===== config.mk =====
export PLATFORM = sky130hd
export DESIGN_NAME = smart_home_ctrl_p
export DESIGN_NICKNAME = d
export VERILOG_FILES = /design/src/rtl/smart_home_pkg.sv /design/src/rtl/sh_debounce.sv /design/src/rtl/smart_home_ctrl_p.sv
export SDC_FILE = /design/constraint.sdc
export NUM_CORES = 1
export LEC_CHECK = 0
export CAP_MARGIN = 25
export CORE_MARGIN = 2
export CORE_UTILIZATION = 48
export DETAILED_ROUTE_END_ITERATION = 10
export PLACE_DENSITY_LB_ADDON = 0.3
export SLEW_MARGIN = 20
export SYNTH_ARGS = -nofsm -noshare
export SYNTH_HDL_FRONTEND = slang
export SYNTH_SLANG_ARGS = --single-unit
export TNS_END_PERCENT = 100

===== constraint.sdc =====
create_clock -name Clk -period 2.41 [get_ports Clk]
set_input_delay 0.3615 -clock Clk [delete_from_list [all_inputs] [get_ports Clk]]
set_output_delay 0.3615 -clock Clk [all_outputs]
set_load 0.05 [all_outputs]

===== src/rtl/smart_home_pkg.sv =====
// smart_home_pkg
//   Shared definitions for the smart-home supervisory controller:
//   FSM state encoding (identical to the display code), display code
//   constants and a helper that sizes the door hold timer.
package smart_home_pkg;

  typedef enum logic [2:0] {
    ST_IDLE  = 3'd0,
    ST_FDOOR = 3'd1,
    ST_RDOOR = 3'd2,
    ST_WIN   = 3'd3,
    ST_ALARM = 3'd4,
    ST_HEAT  = 3'd5,
    ST_COOL  = 3'd6
  } state_e;

  localparam logic [2:0] DISP_IDLE  = 3'd0;
  localparam logic [2:0] DISP_FDOOR = 3'd1;
  localparam logic [2:0] DISP_RDOOR = 3'd2;
  localparam logic [2:0] DISP_WIN   = 3'd3;
  localparam logic [2:0] DISP_ALARM = 3'd4;
  localparam logic [2:0] DISP_HEAT  = 3'd5;
  localparam logic [2:0] DISP_COOL  = 3'd6;

  // Bits needed to hold the value DOOR_HOLD.
  function automatic int timer_w(input int hold);
    return (hold < 1) ? 1 : $clog2(hold + 1);
  endfunction

  function automatic logic [2:0] disp_code(input state_e s);
    logic [2:0] code;
    case (s)
      ST_FDOOR: code = DISP_FDOOR;
      ST_RDOOR: code = DISP_RDOOR;
      ST_WIN:   code = DISP_WIN;
      ST_ALARM: code = DISP_ALARM;
      ST_HEAT:  code = DISP_HEAT;
      ST_COOL:  code = DISP_COOL;
      default:  code = DISP_IDLE;
    endcase
    return code;
  endfunction

endpackage


===== src/rtl/sh_debounce.sv =====
// sh_debounce
//   Debounce filter for one already-synchronised binary input. q takes
//   the value of d once d has differed from q for DEBOUNCE consecutive
//   samples; any sample equal to q restarts the count.
// Ports:
//   Clk  in  clock, rising edge
//   Rst  in  synchronous active-high reset
//   d    in  synchronised input
//   q    out filtered value
module sh_debounce
  import smart_home_pkg::*;
#(
  parameter int DEBOUNCE = 4
) (
  input  logic Clk,
  input  logic Rst,
  input  logic d,
  output logic q
);

  localparam int CW = (DEBOUNCE > 1) ? $clog2(DEBOUNCE) : 1;
  localparam logic [CW-1:0] LAST = CW'(DEBOUNCE - 1);

  logic [CW-1:0] cnt;

  // NOTE: state registers use non-blocking assignments so every flop
  // samples pre-edge values regardless of block evaluation order.
  always_ff @(posedge Clk) begin
    if (Rst) begin
      q   <= 1'b0;
      cnt <= '0;
    end else if (d == q) begin
      cnt <= '0;
    end else if (cnt == LAST) begin
      q   <= d;
      cnt <= '0;
    end else begin
      cnt <= cnt + CW'(1);
    end
  end

endmodule


===== src/rtl/smart_home_ctrl_p.sv =====
// smart_home_ctrl_p
//   Smart-home supervisory controller. Door, window and fire sensors are
//   synchronised by one flop and (optionally) debounced; the temperature
//   sample is registered once. A Moore FSM with priority
//   ALARM > FDOOR > RDOOR > WIN > HEAT/COOL > IDLE drives registered
//   one-hot actuator outputs and a 3-bit display code.
//   Build option: define SMART_HOME_DEBOUNCE_EN to instantiate the
//   debounce filter per input; otherwise the filtered value is the
//   synchronised value.
// Ports:
//   Clk, Rst          clock (rising) and synchronous active-high reset
//   SFD, SRD          front/rear door presence sensors
//   SW[N_WIN]         window-open sensors
//   SFA               fire sensor
//   ST[TEMP_W]        temperature sample (unsigned)
//   alarm_ack         operator acknowledge (level)
//   fdoor, rdoor      door actuators
//   winbuzz, win_open window buzzer and filtered window mask
//   alarmbuzz         fire buzzer
//   heater, cooler    climate actuators
//   display           state code
module smart_home_ctrl_p
  import smart_home_pkg::*;
#(
  parameter int TEMP_W    = 7,
  parameter int N_WIN     = 2,
  parameter int DEBOUNCE  = 4,
  parameter int DOOR_HOLD = 8,
  parameter int HEAT_LO   = 50,
  parameter int COOL_HI   = 60,
  parameter int HYST      = 2
) (
  input  logic              Clk,
  input  logic              Rst,
  input  logic              SFD,
  input  logic              SRD,
  input  logic [N_WIN-1:0]  SW,
  input  logic              SFA,
  input  logic [TEMP_W-1:0] ST,
  input  logic              alarm_ack,
  output logic              fdoor,
  output logic              rdoor,
  output logic              winbuzz,
  output logic [N_WIN-1:0]  win_open,
  output logic              alarmbuzz,
  output logic              heater,
  output logic              cooler,
  output logic [2:0]        display
);

  if ((HEAT_LO + HYST > COOL_HI - HYST) || (N_WIN < 1) || (DEBOUNCE < 1) || (DOOR_HOLD < 1)) begin : g_bad_params
    $error("smart_home_ctrl_p: invalid parameter set");
  end

  localparam int NI  = N_WIN + 3;
  localparam int TW  = timer_w(DOOR_HOLD);
  localparam int TW1 = TEMP_W + 1;

  // Thresholds widened by one bit so HEAT_LO+HYST cannot wrap.
  localparam logic [TEMP_W:0] HEAT_ON  = TW1'(HEAT_LO);
  localparam logic [TEMP_W:0] HEAT_OFF = TW1'(HEAT_LO + HYST);
  localparam logic [TEMP_W:0] COOL_ON  = TW1'(COOL_HI);
  localparam logic [TEMP_W:0] COOL_OFF = TW1'(COOL_HI - HYST);
  localparam logic [TW-1:0]   HOLD_LOAD = TW'(DOOR_HOLD);

  // Bit order: {SW, SFA, SRD, SFD}
  logic [NI-1:0]     sync;
  logic [NI-1:0]     filt;
  logic [TEMP_W-1:0] st_q;

  always_ff @(posedge Clk) begin
    if (Rst) begin
      sync <= '0;
      st_q <= '0;
    end else begin
      sync <= {SW, SFA, SRD, SFD};
      st_q <= ST;
    end
  end

`ifdef SMART_HOME_DEBOUNCE_EN
  for (genvar i = 0; i < NI; i++) begin : g_db
    sh_debounce #(.DEBOUNCE(DEBOUNCE)) u_db (
      .Clk (Clk),
      .Rst (Rst),
      .d   (sync[i]),
      .q   (filt[i])
    );
  end
`else
  assign filt = sync;
`endif

  logic             f_sfd, f_srd, f_sfa;
  logic [N_WIN-1:0] f_sw;
  logic [TEMP_W:0]  st_ext;
  logic             heat_req, cool_req;

  assign f_sfd  = filt[0];
  assign f_srd  = filt[1];
  assign f_sfa  = filt[2];
  assign f_sw   = filt[NI-1:3];
  assign st_ext = {1'b0, st_q};

  state_e         state, nxt;
  logic [TW-1:0]  hold_cnt, hold_nxt;

  // Hysteresis: the leaving threshold applies only while already in the band.
  assign heat_req = (state == ST_HEAT) ? (st_ext < HEAT_OFF) : (st_ext < HEAT_ON);
  assign cool_req = (state == ST_COOL) ? (st_ext > COOL_OFF) : (st_ext > COOL_ON);

  // NOTE: defaults at the top of the block keep every path assigned, so
  // no latch is inferred.
  always_comb begin
    nxt      = ST_IDLE;
    hold_nxt = '0;
    if (f_sfa) begin
      nxt = ST_ALARM;
    end else if (state == ST_ALARM) begin
      // Latched: only an ack with the fire sensor low releases it.
      nxt = alarm_ack ? ST_IDLE : ST_ALARM;
    end else if (f_sfd) begin
      nxt      = ST_FDOOR;
      hold_nxt = HOLD_LOAD;
    end else if ((state == ST_FDOOR) && (hold_cnt > TW'(1))) begin
      nxt      = ST_FDOOR;
      hold_nxt = hold_cnt - TW'(1);
    end else if (f_srd) begin
      nxt      = ST_RDOOR;
      hold_nxt = HOLD_LOAD;
    end else if ((state == ST_RDOOR) && (hold_cnt > TW'(1))) begin
      nxt      = ST_RDOOR;
      hold_nxt = hold_cnt - TW'(1);
    end else if (|f_sw) begin
      nxt = ST_WIN;
    end else if (heat_req) begin
      nxt = ST_HEAT;
    end else if (cool_req) begin
      nxt = ST_COOL;
    end
  end

  // Outputs are decoded from the next state and registered with it, so
  // they always agree with the state register.
  always_ff @(posedge Clk) begin
    if (Rst) begin
      state     <= ST_IDLE;
      hold_cnt  <= '0;
      fdoor     <= 1'b0;
      rdoor     <= 1'b0;
      winbuzz   <= 1'b0;
      win_open  <= '0;
      alarmbuzz <= 1'b0;
      heater    <= 1'b0;
      cooler    <= 1'b0;
      display   <= DISP_IDLE;
    end else begin
      state     <= nxt;
      hold_cnt  <= hold_nxt;
      fdoor     <= (nxt == ST_FDOOR);
      rdoor     <= (nxt == ST_RDOOR);
      winbuzz   <= (nxt == ST_WIN);
      win_open  <= (nxt == ST_WIN) ? f_sw : '0;
      alarmbuzz <= (nxt == ST_ALARM);
      heater    <= (nxt == ST_HEAT);
      cooler    <= (nxt == ST_COOL);
      display   <= disp_code(nxt);
    end
  end

endmodule


# Yosys cells after proc, flatten, opt, wreduce, memory -nomap -nowiden

Index checks and enable logic that the tools add are counted.

Logic and storage cells: 54
Input bits: 15
Flip-flop bits (word level): 30

Reduce and logical (&&, ||, !) cells: 6
Magnitude comparators: 5
Eq/ne operators: 11
Add/subtract/negate cells: 1
Bitwise gates (word level): 1
Multiplexer cells: 17

Operator list:

| kind                                                                          | count |
|---|---|
| 3-bit two-way mux                                                             | 10 |
| 3-bit == test (second input constant)                                         | 6 |
| 3-bit one-hot mux with 6 select lines                                         | 1 |
| 4-bit two-way mux                                                             | 4 |
| 7-bit by 6-bit > comparator with 1-bit output (second input constant)         | 2 |
| 7-bit by 6-bit less-than comparator with 1-bit output (second input constant) | 2 |
| 3-bit by 2-bit == test with 1-bit output (second input constant)              | 3 |
| 3-bit by 1-bit == test with 1-bit output (second input constant)              | 2 |
| 4-bit by 1-bit > comparator with 1-bit output (second input constant)         | 1 |
| 2-bit OR reduction                                                            | 2 |
| 4-bit OR reduction                                                            | 1 |
| 4-bit by 1-bit subtractor with 4-bit output (second input constant)           | 1 |
| 3-bit OR reduction                                                            | 1 |
| 1-bit logical AND                                                             | 2 |
| 1-bit two-way mux                                                             | 2 |
| 1-bit NOT                                                                     | 1 |

# Longest topological paths before layout

Word-level depth: 14
Mapped depth: 7
Gate-level depth less buffers: 7

# Least setup slack after synthesis

No wires, ideal clock.

Path kind: register to register
Start: register hold_cnt[0]
End: register fdoor
Buffers on the path: 0
Cell stages (with the launch flop): 8
Clock period less this slack: 1.996 ns
Setup slack: 0.414 ns
Arrival: 1.935 ns
Data required time: 2.349 ns
Cell sequence: dfxtp_1 > inv_1 > ha_1 > or2_4 > a2111oi_4 > nor4_2 > a21boi_4 > and4bb_1

Cells in the longest elaborated chain, start to end: 9
Elaborated cells on any way between the ends: 10
Those cells by class: order compare: 1; eq/ne: 1; mux: 6; reduce/logical: 2

RTL lines:

| item                                              | line                                               | source |
|---|---|---|
| start, declared                                   | smart_home_ctrl_p.sv:106                           | `logic [TW-1:0] hold_cnt, hold_nxt;` |
| start signal, assigned                            | smart_home_ctrl_p.sv:159                           | `hold_cnt <= hold_nxt;` |
| 4-bit by 1-bit > comparator with 1-bit output (*) | smart_home_ctrl_p.sv:125, smart_home_ctrl_p.sv:131 |  |
| 1-bit logical AND                                 | smart_home_ctrl_p.sv:131                           | `end else if ((state == ST_RDOOR) && (hold_cnt > TW'(1))) begin` |
| 3-bit two-way mux                                 | smart_home_ctrl_p.sv:131                           |  |
| 3-bit two-way mux                                 | smart_home_ctrl_p.sv:128                           | `end else if (f_srd) begin` |
| 3-bit two-way mux (*)                             | smart_home_ctrl_p.sv:125                           | `end else if ((state == ST_FDOOR) && (hold_cnt > TW'(1))) begin` |
| 3-bit two-way mux (*)                             | smart_home_ctrl_p.sv:122                           | `end else if (f_sfd) begin` |
| 3-bit two-way mux (*)                             | smart_home_ctrl_p.sv:119                           | `end else if (state == ST_ALARM) begin` |
| 3-bit two-way mux (*)                             | smart_home_ctrl_p.sv:117                           | `if (f_sfa) begin` |
| 3-bit by 1-bit == test with 1-bit output (*)      | smart_home_ctrl_p.sv:160                           | `fdoor <= (nxt == ST_FDOOR);` |
| end signal, assigned                              | smart_home_ctrl_p.sv:160                           |  |
| end, declared                                     | smart_home_ctrl_p.sv:41                            | `output logic fdoor,` |

Every way passes the cells marked *; elsewhere a longest branch is shown, timed or not.
A chain may end at the register's enable or synchronous reset.

# Final worst setup path

Same ends and word-level chain as after synthesis.

==> metrics <==
worst min-delay path category=reg -> reg; fin crit period=2.20 ns; DR iter-0 viols=9; die extent in x=53.2 um; Vias=883; number of gates resized after cts=0; Slew HR=65.5%; initial antenna violation count=0; Cells after Synth=110; clk_lat worst skew=0.32 ns; Max-Cap Viols=0; Cell variety after synth=31; Max Root-Sink Buffers=2; first-pass GRT wire length=3720 um; critical path endpoint category=flip-flop; endpoints failing setup=0; Post-CTS Setup Inserts=0; total global routing overflow=0; outcome=completed; Tcrit/Tclk final=91.4%; worst vdd ir=0.528 mV; DRC=0; FMAX=454 MHz; final wirelength=2180 um; RSZ-0062 raised after global routing=false; TritonCTS sink count=30; HPWL after detailed placement=1700 um; GPL Wtd Cong=0.813; starting density of the core=51.5%; Worst-Margin Slew=0.514 ns; Hold WS=0.503 ns; setup TNS=0 ns; cts bufs inserted=5; Critical Path AT=2.42 ns; Synth Register Bits=30; die area=0.00283 mm^2; leakage power=0.586 nW; routed len/inst=12.7 um; final cell count without fillers=171; 1st-pass router iterations=4; layout cells sized above 1=11.9%; post-synth net total=127; cell area power density=679 mW/mm^2; n_diodes=0; CTS tree=yes; Port Buffer Count=25; Core Area=0.00225 mm^2; max-slew violations=0; Ports=26; # rows=17; Util after Layout=67.3%; Mapped Area=0.00116 mm^2; vias in the first global route=853; Clock Pin Slew Worst Setup and Hold Paths=0.09 ns; sequential area share after synthesis=51.7%; critical path class=reg -> reg; Die Y-Extent=53.2 um; Tot Pwr=1.03 mW; Req. time, crit path=2.63 ns; Critical Path Start Type=flip-flop; Post-CTS Hold Buffers=0; Setup Skew=0.00711 ns; Nets=159; total track usage=18.7%; Post-Syn Area per Cell=10.6 um^2; root buffer cell=clkbuf_4; H-tree levels=2; Final Hold Viols=0; Max FO, Critical Path=4; Routed Antenna Nets=0; pin count of the biggest net entering global routing=17; Synth Warn #=0; Layout area overhead=30.7%; Placed Cells=163; Vias/cell=5.16
## flip-flops by register name (all words and copies together) (netlist names)
signal / flops
st_q: 7
filt: 5
hold_cnt: 4
display: 3
state: 3
win_open: 2
alarmbuzz: 1
cooler: 1
fdoor: 1
heater: 1
rdoor: 1
winbuzz: 1
## path summary, 6_finish.rpt
| kind | start | depth (start not counted) | slack [ns] | to |
|---|---|---|---|---|
| setup / recovery | hold_cnt[0]$_SDFF_PP0_ | 7 | 0.21 | fdoor$_SDFF_PP0_ |
| hold reg to reg | hold_cnt[0]$_SDFF_PP0_ | 1 | 0.50 | hold_cnt[0]$_SDFF_PP0_ |
| setup reg to reg | hold_cnt[0]$_SDFF_PP0_ | 7 | 0.21 | fdoor$_SDFF_PP0_ |
| hold / removal | hold_cnt[0]$_SDFF_PP0_ | 1 | 0.50 | hold_cnt[0]$_SDFF_PP0_ |
## cell type report
class | instances | area, um^2
fill | 186 | 737
sequential | 30 | 601
multi-input combinational | 71 | 527
timing repair buffer | 27 | 265
clock buffer | 6 | 51.3
tap | 28 | 35.0
inverter | 7 | 26.3
clock inverter | 2 | 12.5
## placed cells by master, fill, tap and decap left out, types with 2 or more instances in the layout
cell	Yosys	routed
a2111oi_4	2	2
a211o_1	2	2
a21oi_1	5	5
and3_1	4	4
buf_4	0	2
clkbuf_4	0	5
clkdlybuf4s50_1	0	25
dfxtp_1	30	30
ha_1	2	2
inv_1	7	7
nand3b_1	2	2
nor2_1	11	11
nor2b_1	13	13
nor3_1	7	7
o21ai_0	3	3
or4_1	2	2
xnor2_1	2	2
## cells by family after synthesis
family          Yosys count  synth area share (%)
buf+inv                   9                  2.91
simple gates             49                  26.3
fa+ha+maj                 2                  2.15
compound gates           18                  15.4
xor+xnor                  2                  1.51
flops                    30                  51.7
## where the power goes
| part | internal [mW] | switching (mW) |
|---|---|---|
| logic | 0.0783 | 0.0957 |
| registers | 0.525 | 0.0269 |
| clock network | 0.140 | 0.165 |
| total | 0.743 | 0.287 |
## metal layers
| layer | share of wire [%] | GRT usage, % | vias up |
|---|---|---|---|
| met1 | 45 | 20.2 | 407 |
| met4 | 1.4 | 8.97 | 0 |
| li1 | - | - | 453 |
| met3 | 3.4 | 5.93 | 5 |
| met2 | 51 | 32.7 | 18 |
| met5 | 0 | 0 | - |
## worst max-delay path: stages, from the launching register on
cell and delay (ns):
dfxtp_1 0.39, inv_1 0.06, ha_1 0.22, or2_4 0.29, a2111oi_4 0.42, nor2_1 0.15, a211oi_2 0.32, and4bb_1 0.26
## Yosys cell counts
master     instances  share of area [%]
a2111oi_4          2                4.7
a211o_1            2                1.5
a211oi_1           1               0.65
a211oi_2           1                1.1
a21boi_4           1                1.6
a21oi_1            5                2.2
a41oi_1            1               0.75
and3_1             4                2.2
and3b_1            1               0.75
and4bb_1           1                1.1
clkbuf_1           2               0.65
dfxtp_1           30                 52
ha_1               2                2.2
inv_1              7                2.3
nand2_1            1               0.32
nand3_1            1               0.43
nand3b_1           2                1.3
nor2_1            11                3.6
nor2b_1           13                7.0
nor3_1             7                3.0
nor3b_1            1               0.65
nor4_1             1               0.54
nor4_2             1                1.1
nor4_4             1                1.8
o2111ai_1          1               0.75
o211a_1            1               0.86
o21ai_0            3                1.3
or2_4              1               0.75
or3_1              1               0.54
or4_1              2                1.3
xnor2_1            2                1.5
## stage by stage
stage	worst slack [ns]	cell area, um^2
after floorplan	0.414	1160
after global placement	0.354	1450
after detailed placement	0.211	1450
after CTS	0.196	1520
after global routing	0.118	1520
final	0.208	1520
(Power assumes the default switching activity.)
